<file path="src/rtl/serial_add_pkg.sv">
// Shared encodings for the bit-serial adder/subtractor controller.
package serial_add_pkg;

    // Controller state encodings
    localparam logic [1:0] IDLE = 2'd0;
    localparam logic [1:0] RUN  = 2'd1;
    localparam logic [1:0] DONE = 2'd2;

    // Operation select encodings
    localparam logic OP_ADD = 1'b0;
    localparam logic OP_SUB = 1'b1;

    typedef enum logic [1:0] {
        StIdle = IDLE,
        StRun  = RUN,
        StDone = DONE
    } state_e;

endpackage

</file>
<file path="src/rtl/fa.sv">
// One-bit full-adder cell; the whole datapath of the serial adder.
module fa (
    input  logic a,
    input  logic b,
    input  logic cin,
    output logic su,
    output logic carry
);

    // Sum and carry-out of a single bit position
    always_comb begin
        su    = a ^ b ^ cin;
        carry = (a & b) | (cin & (a ^ b));
    end

endmodule

</file>
<file path="src/rtl/serial_add_ctrl.sv">
// Bit-serial add/subtract controller: one full-adder evaluation per RUN cycle,
// result shifted in LSB-first, done pulsed for one cycle after WIDTH steps.
module serial_add_ctrl #(
    parameter int unsigned WIDTH = 8
) (
    input  logic             clk,
    input  logic             rst,
    input  logic             start,
    input  logic             op,
    input  logic [WIDTH-1:0] a,
    input  logic [WIDTH-1:0] b,
    input  logic             cin,
    output logic             busy,
    output logic             done,
    output logic [WIDTH-1:0] sum,
    output logic             cout
);

    import serial_add_pkg::*;

    localparam int unsigned CNT_W = $clog2(WIDTH);
    localparam logic [CNT_W-1:0] CNT_LAST = CNT_W'(WIDTH - 1);

    state_e           r_state;
    logic [WIDTH-1:0] r_a;
    logic [WIDTH-1:0] r_b;
    logic [WIDTH-1:0] r_sum;
    logic             r_carry;
    logic             r_cout;
    logic [CNT_W-1:0] r_cnt;

    logic             w_su;
    logic             w_carry;

    fa u_fa (
        .a     (r_a[0]),
        .b     (r_b[0]),
        .cin   (r_carry),
        .su    (w_su),
        .carry (w_carry)
    );

    // Controller FSM plus operand/result shift registers
    always_ff @(posedge clk) begin
        if (rst) begin
            r_state <= StIdle;
            r_a     <= '0;
            r_b     <= '0;
            r_sum   <= '0;
            r_carry <= 1'b0;
            r_cout  <= 1'b0;
            r_cnt   <= '0;
        end else begin
            unique case (r_state)
                StIdle: begin
                    if (start) begin
                        r_a     <= a;
                        // Subtraction is a + ~b + 1
                        r_b     <= (op == OP_SUB) ? ~b : b;
                        r_carry <= (op == OP_ADD) ? cin : 1'b1;
                        r_cnt   <= '0;
                        r_state <= StRun;
                    end
                end
                StRun: begin
                    r_sum   <= {w_su, r_sum[WIDTH-1:1]};
                    r_a     <= r_a >> 1;
                    r_b     <= r_b >> 1;
                    r_carry <= w_carry;
                    r_cnt   <= r_cnt + CNT_W'(1);
                    if (r_cnt == CNT_LAST) begin
                        r_cout  <= w_carry;
                        r_state <= StDone;
                    end
                end
                StDone: begin
                    r_state <= StIdle;
                end
                default: begin
                    r_state <= StIdle;
                end
            endcase
        end
    end

    // Status outputs are straight decodes of the state register
    always_comb begin
        busy = (r_state != StIdle);
        done = (r_state == StDone);
        sum  = r_sum;
        cout = r_cout;
    end

endmodule

</file>
<file path="config.mk">
export PLATFORM = sky130hd
export DESIGN_NAME = serial_add_ctrl
export DESIGN_NICKNAME = d
export VERILOG_FILES = /design/src/rtl/serial_add_pkg.sv /design/src/rtl/fa.sv /design/src/rtl/serial_add_ctrl.sv
export SDC_FILE = /design/constraint.sdc
export NUM_CORES = 1
export LEC_CHECK = 0
export ABC_AREA = 1
export BUFFER_PORTS_ARGS = -buffer_cell sky130_fd_sc_hd__buf_2
export CAP_MARGIN = 20
export CORE_ASPECT_RATIO = 0.9
export CORE_MARGIN = 2
export CORE_UTILIZATION = 45
export CTS_CLUSTER_SIZE = 28
export DETAILED_ROUTE_END_ITERATION = 6
export PLACE_DENSITY_LB_ADDON = 0.2
export SYNTH_ARGS = -nofsm -noshare
export SYNTH_HDL_FRONTEND = slang
export SYNTH_HIERARCHICAL = 1
export SYNTH_SLANG_ARGS = --single-unit
</file>
<file path="constraint.sdc">
create_clock -name clk -period 2.1 [get_ports clk]
set_input_delay 0.21 -clock clk [delete_from_list [all_inputs] [get_ports clk]]
set_output_delay 0.21 -clock clk [all_outputs]
set_load 0.05 [all_outputs]
</file>
After elaboration in Yosys (flattened, before gate mapping)
Index checks and enable logic that the tools add are counted.
Word-level totals
  input port bits: 21
  output and inout bits: 11
  register bits after elaboration: 31
  logic and storage cells: 38
Operators by class
  reduce and logical (&&, ||, !) cells: 6
  eq/ne operators: 5
  mux-type cells: 13
  bitwise logic cells: 6
  add/sub/neg operators: 1
Operators by type and width (number)
  8-bit case mux with 2 select lines: 2
  8-bit 2-to-1 mux: 3
  8-bit NOT: 1
  3-bit case mux with 2 select lines: 1
  2-bit AND reduction: 3
  2-bit 2-to-1 mux: 2
  2-bit inequality test (second input constant): 2
  2-bit case mux with 2 select lines: 1
  2-bit nonzero test: 2
  3-bit by 1-bit adder with 3-bit output (second input constant): 1
  3-bit == test (second input constant): 1
  3-bit 2-to-1 mux: 1
  1-bit bitwise AND: 2
  2-bit by 1-bit == test with 1-bit output (second input constant): 1
  2-bit == test (second input constant): 1
  2-bit logical NOT: 1
  1-bit 2-to-1 mux: 2
  1-bit case mux with 2 select lines: 1
  1-bit XOR: 2
  1-bit bitwise OR: 1

Depth between registers and ports, before layout
  depth after elaboration: 4
  mapped depth: 8
  mapped depth without buffers: 7

Modules after synthesis
Netlist, hierarchy kept.
By module, submodules not included
  serial_add_ctrl: sequential area each 620.6 um^2, instances 1, cells an instance 227, area an instance 1458.9 um^2
  fa: sequential area each 0.0 um^2, instances 1, cells an instance 1, area an instance 20.0 um^2

Worst setup path before layout
No wires, ideal clock.
  path kind: register to register
  start: reg r_state[0]
  end: reg r_b[1]
  setup time: 0.110 ns
  stages on the path, launching flop included: 8
  slack: 0.802 ns
  period minus slack after synthesis: 1.298 ns
  buffers on the path: 0
  arrival: 1.189 ns
  data required time: 1.990 ns
  cell sequence: dfxtp_1 -> inv_1 -> nand2_1 -> nor2_1 -> nand2_1 -> nand3_1 -> nand2_1 -> inv_1
Between the ends
  word-level cells in the longest chain between the ends: 3
  elaborated cells on any way between the ends: 6
  classes of those cells: eq/ne: 2; mux: 1; reduce/logical: 3
Ends and longest elaborated chain
  from (decl): line serial_add_ctrl.sv:24  | state_e r_state;
  from (signal assigned): line serial_add_ctrl.sv:46  | r_state <= StIdle;
  from (signal assigned): line serial_add_ctrl.sv:62  | r_state <= StRun;
  from (signal assigned): line serial_add_ctrl.sv:73  | r_state <= StDone;
  2-bit by 1-bit == test with 1-bit output or 2-bit logical NOT (tied branches): line serial_add_ctrl.sv:54  | unique case (r_state)
  2-bit nonzero test (no source line) or 2-bit inequality test (tied branches)
  2-bit AND reduction (no source line)
  to (signal assigned): line serial_add_ctrl.sv:59  | r_b <= (op == OP_SUB) ? ~b : b;
  to (signal assigned): line serial_add_ctrl.sv:68  | r_b <= r_b >> 1;
  to (decl): line serial_add_ctrl.sv:26  | logic [WIDTH-1:0] r_b;
Parallel ways exist; a longest one is shown, timed or not.
A chain may end at the register's enable or synchronous reset.

Worst setup path after layout
  start: reg r_state[0]
  end: reg r_b[3]
Same word-level chain as after synthesis.

==> summary.txt <==
Status: finished, final reports clean
Critical path launch point type: flop
Core Box Area: 0.00309 mm²
Most used DFF post-synth: dfxtp_1
Antenna Nets Post-Route: 0
Vias in the first global route: 1289
Non-Filler Instances: 299
Drt first-iter violations: 66
CTS tree: built
CTS Buf Count: 5
Crit path cell chain: nand2_2 > inv_4 > nand2_1 > nand3_1 > nand2_1 > inv_1
Post-CTS Setup Repair Bufs: 0
Mux share of post-synthesis cell area: 0%
Dpl hpwl: 2060 µm
Via count: 1414
Number of library cell types mapped by synthesis: 19
Maximum vdd ir drop: 0.000500 V
H-tree depth: 2
GRT Overall Usage: 18.5%
WL per Instance: 10.1 µm
Final setup viols: 0
Clock Tree Root: clkbuf_4
Fillers: 320
# port buffers: 31
Min Tclk post-route: 1490 ps
Slew headroom: 70.4%
Number of synthesized register bits: 31
Syn Nets: 252
Final #Nets: 281
Skew-Pair Late Insertion Delay: 330 ps
Worst setup EP type: flop
Synth-to-Final Area Change: 14.9%
P_leak: 0.899 nW
Dpl cells: 292
RSZ-0062 raised after global routing: no
Synthesized area: 0.00148 mm²
Ys async rst share: 0%
Number of diodes: 0
Initial Util: 47.9%
TritonRoute pass-1 iters: 4
Warnings from Yosys: 6
Finished Cell Area: 0.00170 mm²
Synth area leaders: dfxtp_1, nand2_1, nor2_1
Pwr dens: 718 mW/mm²
Worst path required time: 2370 ps
Area leader, netlist: dfxtp_1
Die Wd: 64.4 µm
Ports: 32
F_max: 670 MHz
Syn Area/Cell: 6.49 µm²
HP Class: input port to flop
Area fraction of the dominant cell type after synthesis: 42.0%
Initial antenna violation count: 0
Simple-Gate Fraction of Synth Area: 39.5%
CP Class: flop to flop
Die area: 0.00376 mm²
CP dominant cell by count: nand2_1
Critical-path top delay cell: dfxtp_1
Util after Layout: 55.0%
Register area share after synthesis: 42.0%
Worst Path Buf+Inv: 2
Final worst-path cycle share: 71.1%
Post-CTS Resized: 0
GR Overflow Total: 0
Routed WL: 3030 µm
Final Hold Viols: 0
Layout cells sized above 1: 16.7%
Post-Synth Adder-Cell Area: 3.05%
EDFF count, synth: 0
Top cells by count, synth: nand2_1, nor2_1, dfxtp_1
Die Y-Extent: 58.4 µm
XOR/XNOR share of the synthesized area: 0.592%
Placed Area: 0.00164 mm²
Slew Viols, Final: 0
Sink Count: 31
Worst Path Max Fanout: 27
Crit path arrival time: 1770 ps
Worst path top cell family by delay: simple AND/OR/NAND/NOR gates
Count leader, synth: nand2_1
Setup TNS: 0 ps
Compound-Gate Fraction of Synth Area: 5.41%
Clock skew: 7.49 ps
Slew @ Worst Pin: 443 ps
Cells after Synth: 228
Max Root-Sink Buffers: 2
Max-cap violations: 0
Clk pin slew, worst setup/hold paths: 90 ps
FP Rows: 19
CP max stage delay: 450 ps
GPL Wtd Cong: 0.761
Pin count of the biggest net entering global routing: 28
Number of hold buffers added after CTS: 0
Largest family of logic cells by synthesized area: simple AND/OR/NAND/NOR gates
WHS: 127 ps
First-pass GRT wire length: 5350 µm
Routed vias/inst: 4.73
DR DRC count: 0
final timing paths:
path / depth (start not counted) / start / slack (ps) / end
max: 6 / r_state[0]$_SDFFE_PP0P_ / 610 / r_b[3]$_SDFFE_PP0P_
min: 3 / a[7] / 130 / r_a[7]$_SDFFE_PP0P_
max reg2reg: 6 / r_state[0]$_SDFFE_PP0P_ / 610 / r_b[3]$_SDFFE_PP0P_
min reg2reg: 2 / cout$_SDFFE_PP0P_ / 480 / cout$_SDFFE_PP0P_
metrics by stage:
stage,worst slack (ps),power [mW]
6_report,607,1.22
5_1_grt,414,1.29
4_1_cts,621,1.23
3_5_place_dp,633,0.884
3_3_place_gp,687,0.883
2_1_floorplan,802,0.828
registers in the layout (all words and copies together) (netlist names):
register,cells
r_b,8
r_cnt,3
r_state,2
sum,8
r_carry,1
r_a,8
cout,1
worst min-delay path, stage by stage:
cell and delay [ps]:
buf_2 100, nand2_1 60, a21oi_1 50
cells by family after synthesis:
kind of cell	after synthesis
AOI/OAI and AO/OA	16
and+or+nand+nor	144
buffers and inverters	33
adders and majority gates	3
xor gates and xnor gates	1
DFF	31
layer usage:
layer	part of all wire, %	GRT usage, %
met5	0	0
met3	4.4	4.59
met2	41	28.9
met1	52	24.7
met4	2.0	8.21
layout make-up:
class	instances	area [µm²]	share of cell area, %
Timing Repair Buffer	32	163	9.57
Clock inverter	1	5.00	0.295
Sequential cell	31	621	36.5
Tap cell	42	52.6	3.09
Clock buffer	6	51.3	3.02
Inverter	23	88.8	5.23
Multi-Input combinational cell	164	718	42.3
power breakdown:
| group | internal, mW | leakage, nW | switching, mW |
|---|---|---|---|
| registers | 0.624 | 0.255 | 0.0216 |
| clock network | 0.155 | 0.0341 | 0.193 |
| logic | 0.0714 | 0.610 | 0.154 |
| total | 0.850 | 0.899 | 0.369 |
cells in the final DEF, fill, tap and decap left out:
cell type and count:
nand2_1 64, nor2_1 50, dfxtp_1 31, buf_2 31, nand3_1 26, inv_1 21
o21ai_0 9, a21oi_1 7, clkbuf_4 5, ha_1 2, inv_2 1, nand2_2 1
inv_4 1, nor2_2 1, and3_1 1, xor2_1 1, nand3b_1 1, clkinv_2 1
clkbuf_8 1, buf_4 1, fa_1 1
Note: power is estimated with default switching activity, not from simulation.
